--- src/rtl/utmi_receiver_pkg.sv ---
// utmi_receiver_pkg: state encodings and default SYNC shared by the UTMI receive and transmit paths
package utmi_receiver_pkg;
  localparam logic [2:0] ST_IDLE  = 3'd0;
  localparam logic [2:0] ST_HUNT  = 3'd1;
  localparam logic [2:0] ST_DATA  = 3'd2;
  localparam logic [2:0] ST_STRIP = 3'd3;
  localparam logic [2:0] ST_EOP   = 3'd4;
  localparam logic [7:0] SYNC_DEFAULT = 8'h7E;
endpackage

--- src/rtl/utmi_nrzi_dec.sv ---
// utmi_nrzi_dec: NRZI line decoder with previous-level register and bypass
module utmi_nrzi_dec (
  input  logic clk,
  input  logic rst,
  input  logic nrzi_en,
  input  logic rx_serial,
  input  logic se0,
  input  logic eop_done,
  output logic dec
);
  logic prev_line;
  always_ff @(posedge clk)
    if (rst || eop_done) prev_line <= 1'b1;
    else if (!se0) prev_line <= rx_serial;
  always_comb dec = nrzi_en ? ~(rx_serial ^ prev_line) : rx_serial;
endmodule

--- src/rtl/utmi_receiver.sv ---
// utmi_receiver: UTMI receive path with NRZI decode, SYNC hunt, bit unstuffing and EOP detection
module utmi_receiver
  import utmi_receiver_pkg::*;
#(
  parameter logic [7:0] SYNC_PATTERN = SYNC_DEFAULT,
  parameter int         STUFF_RUN    = 6,
  parameter int         EOP_LEN      = 2
) (
  input  logic       clk,
  input  logic       rst,
  input  logic       rx_en,
  input  logic       nrzi_en,
  input  logic       unstuff_en,
  input  logic       rx_serial,
  input  logic       se0,
  output logic [7:0] rx_data,
  output logic       rx_valid,
  output logic       rx_active,
  output logic       sync_found,
  output logic       rx_error
);
  logic [2:0] state;
  logic [7:0] window, shift, win_nx, shift_nx;
  logic [2:0] bit_cnt, ones_cnt, ones_nx;
  logic [1:0] se0_cnt;
  logic       dec, eop_hit;
  utmi_nrzi_dec u_dec (
    .clk(clk), .rst(rst), .nrzi_en(nrzi_en), .rx_serial(rx_serial),
    .se0(se0), .eop_done(eop_hit), .dec(dec)
  );
  always_comb begin
    win_nx = {dec, window[7:1]};
    shift_nx = shift;
    shift_nx[bit_cnt] = dec;
    ones_nx = dec ? (ones_cnt == 3'd7 ? ones_cnt : ones_cnt + 3'd1) : 3'd0;
    eop_hit = rx_en && se0 && (state == ST_DATA || state == ST_STRIP) && se0_cnt == 2'(EOP_LEN - 1);
  end
  always_ff @(posedge clk) begin
    if (rst) begin
      state <= ST_IDLE;
      window <= '0;
      shift <= '0;
      bit_cnt <= '0;
      ones_cnt <= '0;
      se0_cnt <= '0;
      rx_data <= '0;
      rx_valid <= 1'b0;
      rx_active <= 1'b0;
      sync_found <= 1'b0;
      rx_error <= 1'b0;
    end else begin
      rx_valid <= 1'b0;
      sync_found <= 1'b0;
      rx_error <= 1'b0;
      if (!rx_en) begin
        state <= ST_IDLE;
        rx_active <= 1'b0;
        window <= '0;
        bit_cnt <= '0;
        ones_cnt <= '0;
        se0_cnt <= '0;
      end else begin
        case (state)
          ST_IDLE: state <= ST_HUNT;
          ST_HUNT: if (!se0) begin
            window <= win_nx == SYNC_PATTERN ? 8'd0 : win_nx;
            if (win_nx == SYNC_PATTERN) begin
              sync_found <= 1'b1;
              rx_active <= 1'b1;
              bit_cnt <= '0;
              ones_cnt <= '0;
              se0_cnt <= '0;
              state <= ST_DATA;
            end
          end
          ST_DATA, ST_STRIP: if (se0) begin
            se0_cnt <= eop_hit ? 2'd0 : se0_cnt + 2'd1;
            if (eop_hit) begin
              state <= ST_EOP;
              rx_active <= 1'b0;
              rx_error <= bit_cnt != 3'd0;
              bit_cnt <= '0;
              ones_cnt <= '0;
            end
          end else if (state == ST_STRIP) begin
            // stuffed bit: a 0 is dropped, a 1 breaks the packet
            se0_cnt <= '0;
            ones_cnt <= '0;
            state <= dec ? ST_HUNT : ST_DATA;
            rx_error <= dec;
            rx_active <= ~dec;
            bit_cnt <= dec ? 3'd0 : bit_cnt;
          end else begin
            se0_cnt <= '0;
            shift <= shift_nx;
            bit_cnt <= bit_cnt + 3'd1;
            ones_cnt <= ones_nx;
            rx_valid <= bit_cnt == 3'd7;
            rx_data <= bit_cnt == 3'd7 ? shift_nx : rx_data;
            state <= unstuff_en && ones_nx == 3'(STUFF_RUN) ? ST_STRIP : ST_DATA;
          end
          ST_EOP: state <= se0 ? ST_EOP : ST_HUNT;
          default: state <= ST_IDLE;
        endcase
      end
    end
  end
endmodule
--- config.mk ---
export PLATFORM = sky130hd
export DESIGN_NAME = utmi_receiver
export DESIGN_NICKNAME = d
export VERILOG_FILES = /design/src/rtl/utmi_receiver_pkg.sv /design/src/rtl/utmi_nrzi_dec.sv /design/src/rtl/utmi_receiver.sv
export SDC_FILE = /design/constraint.sdc
export NUM_CORES = 1
export LEC_CHECK = 0
export BUFFER_PORTS_ARGS = -buffer_cell sky130_fd_sc_hd__buf_2
export CELL_PAD_IN_SITES_DETAIL_PLACEMENT = 1
export CELL_PAD_IN_SITES_GLOBAL_PLACEMENT = 2
export CORE_ASPECT_RATIO = 1.25
export CORE_MARGIN = 2
export CORE_UTILIZATION = 35
export DETAILED_ROUTE_END_ITERATION = 8
export PLACE_DENSITY = 0.79
export SYNTH_ARGS = -nofsm -noshare
export SYNTH_HDL_FRONTEND = slang
export SYNTH_SLANG_ARGS = --single-unit
--- constraint.sdc ---
create_clock -name clk -period 2 [get_ports clk]
set_clock_uncertainty 0.15 [all_clocks]
set_input_delay 0.1 -clock clk [delete_from_list [all_inputs] [get_ports clk]]
set_output_delay 0.1 -clock clk [all_outputs]
set_load 0.03 [all_outputs]
==> impl_metrics.yaml <==
power:
  vdd.ir_drop.worst_mv: 0.382
  p_leak_nw: 0.854
  p_per_area_mw_per_mm2: 720
  power_w: 0.00159
outcome:
  status: "finished clean"
finish:
  multi_input_area_mm2: 0.00101
  area_growth_pct: 18.7
  seqCellArea_um2: 781
  drive_gt1_frac: 0.210
  nFillCells: 619
  diodes: 0
  nNetsFinal: 253
global_route:
  grt_pass1_wl_mm: 7.71
  grt_max_degree: 21
  grt_usage: 0.161
  gr-usage-met2: 0.282
  grt_overflow: 0
  grt_pass1_vias: 1602
  met1_usage: 0.191
  antenna_found_initial: 0
  grt_util_met3: 0.0294
  top_usage_layer: "met2"
setup_path:
  timing.rr.start: "window[6]"
  worst-endpoint-arrival_ns: 1.89
  regToRegEndpoint: "se0_cnt[1]"
  required_ns: 2.04
  cp_max_fo: 6
  endpoint_kind: "register"
  r2r_slack_ns: 0.15
  start_kind: "register"
  ff2ff_path_depth: 6
  crit_type: "register to register"
clock_network:
  cts_buffers: 5
  postCtsSetupRepairBufs: 0
  clockBufferDepth: 2
  h-tree-depth: 2
  clk_latency_ns: 0.29
  cts_resized: 0
  clk_pin_slew_ns: 0.08
  cts_tree: "built"
  clkSinkCount: 39
  ctsHoldBuffers: 0
  root_buffer: "clkbuf_8"
floorplan:
  io_pins: 19
  core_area_mm2: 0.00512
  die_area_mm2: 0.00593
  rows: 29
  die_h_um: 85.6
  initial_core_util: 0.364
  die_w_um: 69.3
synthesis:
  syn-num-nets: 225
  synth_edf_count: 0
  ys_ff_latch: 39
  yosys_warnings: 0
  postSynth.asyncResetShare: 0
  ys.flop_type: "dfxtp_1"
  syn_area_mm2: 0.00186
  ys_seq_area_frac: 0.419
  syn_inst: 214
  avgSynthCellArea_um2: 8.71
  ys_types: 44
timing:
  slew_headroom: 0.687
  layout_min_cycle_time_ns: 1.85
  hold_violations: 0
  fin_tns_setup_ns: 0
  worstMarginPinSlew_ns: 0.469
  worst_slack_ns: 0.146
  max_freq_mhz: 539
  min_period_over_period: 0.927
  timing_max_transition_violations_final: 0
  setup_viol: 0
  rsz0062_at_grt: "false"
routing:
  drcViolationCount: 0
  vias_per_cell: 5.32
  drt_iter0_markers: 57
  routed_wl_mm: 4.43
  route.antenna.remaining_nets: 0
  routedWlPerCell_um: 14.5
  vias: 1622
  drt_first_pass_iters: 4
place:
  pre_cts_slack_ns: 0.197
  place.gp.congestion: 0.812
  io_buffers: 18
  hpwl_mm: 3.27
worst_hold_path:
  hold_end: "rx_data[7]"
  min_from: "rst"
  hold_path_depth: 2
  hp-class: "input pin to register"
run:
  cap_violations: 0
==> per-stage QoR <==
step	hold WS (ns)	util	cell area, µm²	instances
3_5_place_dp	0.297	0.409	2090	297
3_3_place_gp	0.292	0.409	2090	297
6_report	0.0551	0.432	2210	305
4_1_cts	0.0575	0.431	2210	305
5_1_grt	0.0728	0.432	2210	305
2_1_floorplan	0.148	-	1860	214
==> synth_stat cells, types with 2 or more instances <==
cell type | instances | share of area
a31oi_1 | 2 | 0.0067
nand3_1 | 5 | 0.013
a211oi_1 | 6 | 0.024
or3_1 | 2 | 0.0067
o22ai_1 | 2 | 0.0067
nand2_1 | 11 | 0.022
and3_1 | 2 | 0.0067
a21oi_1 | 24 | 0.064
mux2i_1 | 6 | 0.032
and3b_1 | 4 | 0.019
nand2b_1 | 5 | 0.017
nor3b_1 | 3 | 0.012
buf_2 | 3 | 0.0081
inv_1 | 5 | 0.010
o31ai_1 | 2 | 0.0081
a22oi_1 | 6 | 0.024
nor3_1 | 7 | 0.019
a311oi_1 | 6 | 0.028
dfxtp_1 | 39 | 0.42
nor2_1 | 34 | 0.069
ha_1 | 4 | 0.027
clkbuf_1 | 9 | 0.018
nor2b_1 | 2 | 0.0067
o21ai_0 | 5 | 0.013
==> worst max path at each step <==
stage | slack (ns) | start | end | cells after the start
global route | 0.01 | state[2] | state[0] | 6
detailed placement | 0.20 | u_dec.prev_line | se0_cnt[1] | 5
global placement | 0.21 | window[3] | se0_cnt[1] | 6
floorplan | 0.22 | window[6] | se0_cnt[1] | 5
finish | 0.15 | window[6] | se0_cnt[1] | 6
CTS | 0.18 | window[2] | se0_cnt[1] | 6
==> sequential cells by signal, indices dropped and copies added, names as in the netlist <==
register         flops
rx_valid             1
state                3
ones_cnt             3
se0_cnt              2
rx_error             1
rx_active            1
rx_data              8
bit_cnt              3
sync_found           1
u_dec.prev_line      1
shift                8
window               7
==> placed cells by master, fill, tap and decap left out, drive strengths merged, types with 2 or more instances in the layout <==
master | netlist | routed
ha | 4 | 4
a22oi | 6 | 6
and3 | 2 | 2
clkbuf | 9 | 5
o21ai | 5 | 5
nand3 | 5 | 5
nor3 | 7 | 7
buf | 4 | 34
xor2 | 2 | 2
nor2 | 34 | 34
and3b | 4 | 4
a211oi | 6 | 6
nand2 | 11 | 11
inv | 5 | 5
dfxtp | 39 | 39
or3 | 2 | 2
o22ai | 2 | 2
clkinv | 0 | 2
a21oi | 25 | 25
nor2b | 2 | 2
a31oi | 3 | 3
mux2i | 6 | 6
a311oi | 7 | 7
o31ai | 2 | 2
nand2b | 5 | 5
nor3b | 3 | 3
==> critical path, cell delays in order, from the launching register on <==
cell and delay [ns]:
dfxtp_1 0.36, nand4_1 0.14, nor3_2 0.19, buf_4 0.16
a31oi_2 0.15, or3_1 0.38, o211a_1 0.23
==> final cells by class <==
class                      instances  area share
multi-input combinational        157       0.458
tap                               62      0.0351
timing repair buffer              34      0.0950
inverter                           5     0.00848
clock buffer                       5      0.0311
clock inverter                     3      0.0198
sequential                        39       0.353
==> report_power, final <==
part | leakage [nW] | internal (W) | switching, W
Sequential | 0.315 | 0.000784 | 0.00000926
Clock | 0.0581 | 0.000371 | 0.000287
Combinational | 0.481 | 0.0000540 | 0.0000871
==> per-layer routing <==
layer	vias up	share of wire
li1	830	-
met1	769	0.45
met2	16	0.51
met3	7	0.020
met4	0	0.019
met5	-	0
==> kinds of logic after synthesis <==
group                      synth area share
and+or+nand+nor                       0.233
AOI/OAI and AO/OA                     0.218
DFF                                   0.419
buffers and inverters                0.0403
muxes                                0.0383
adders and majority gates            0.0269
xor gates and xnor gates             0.0242
(Power assumes the default switching activity.)
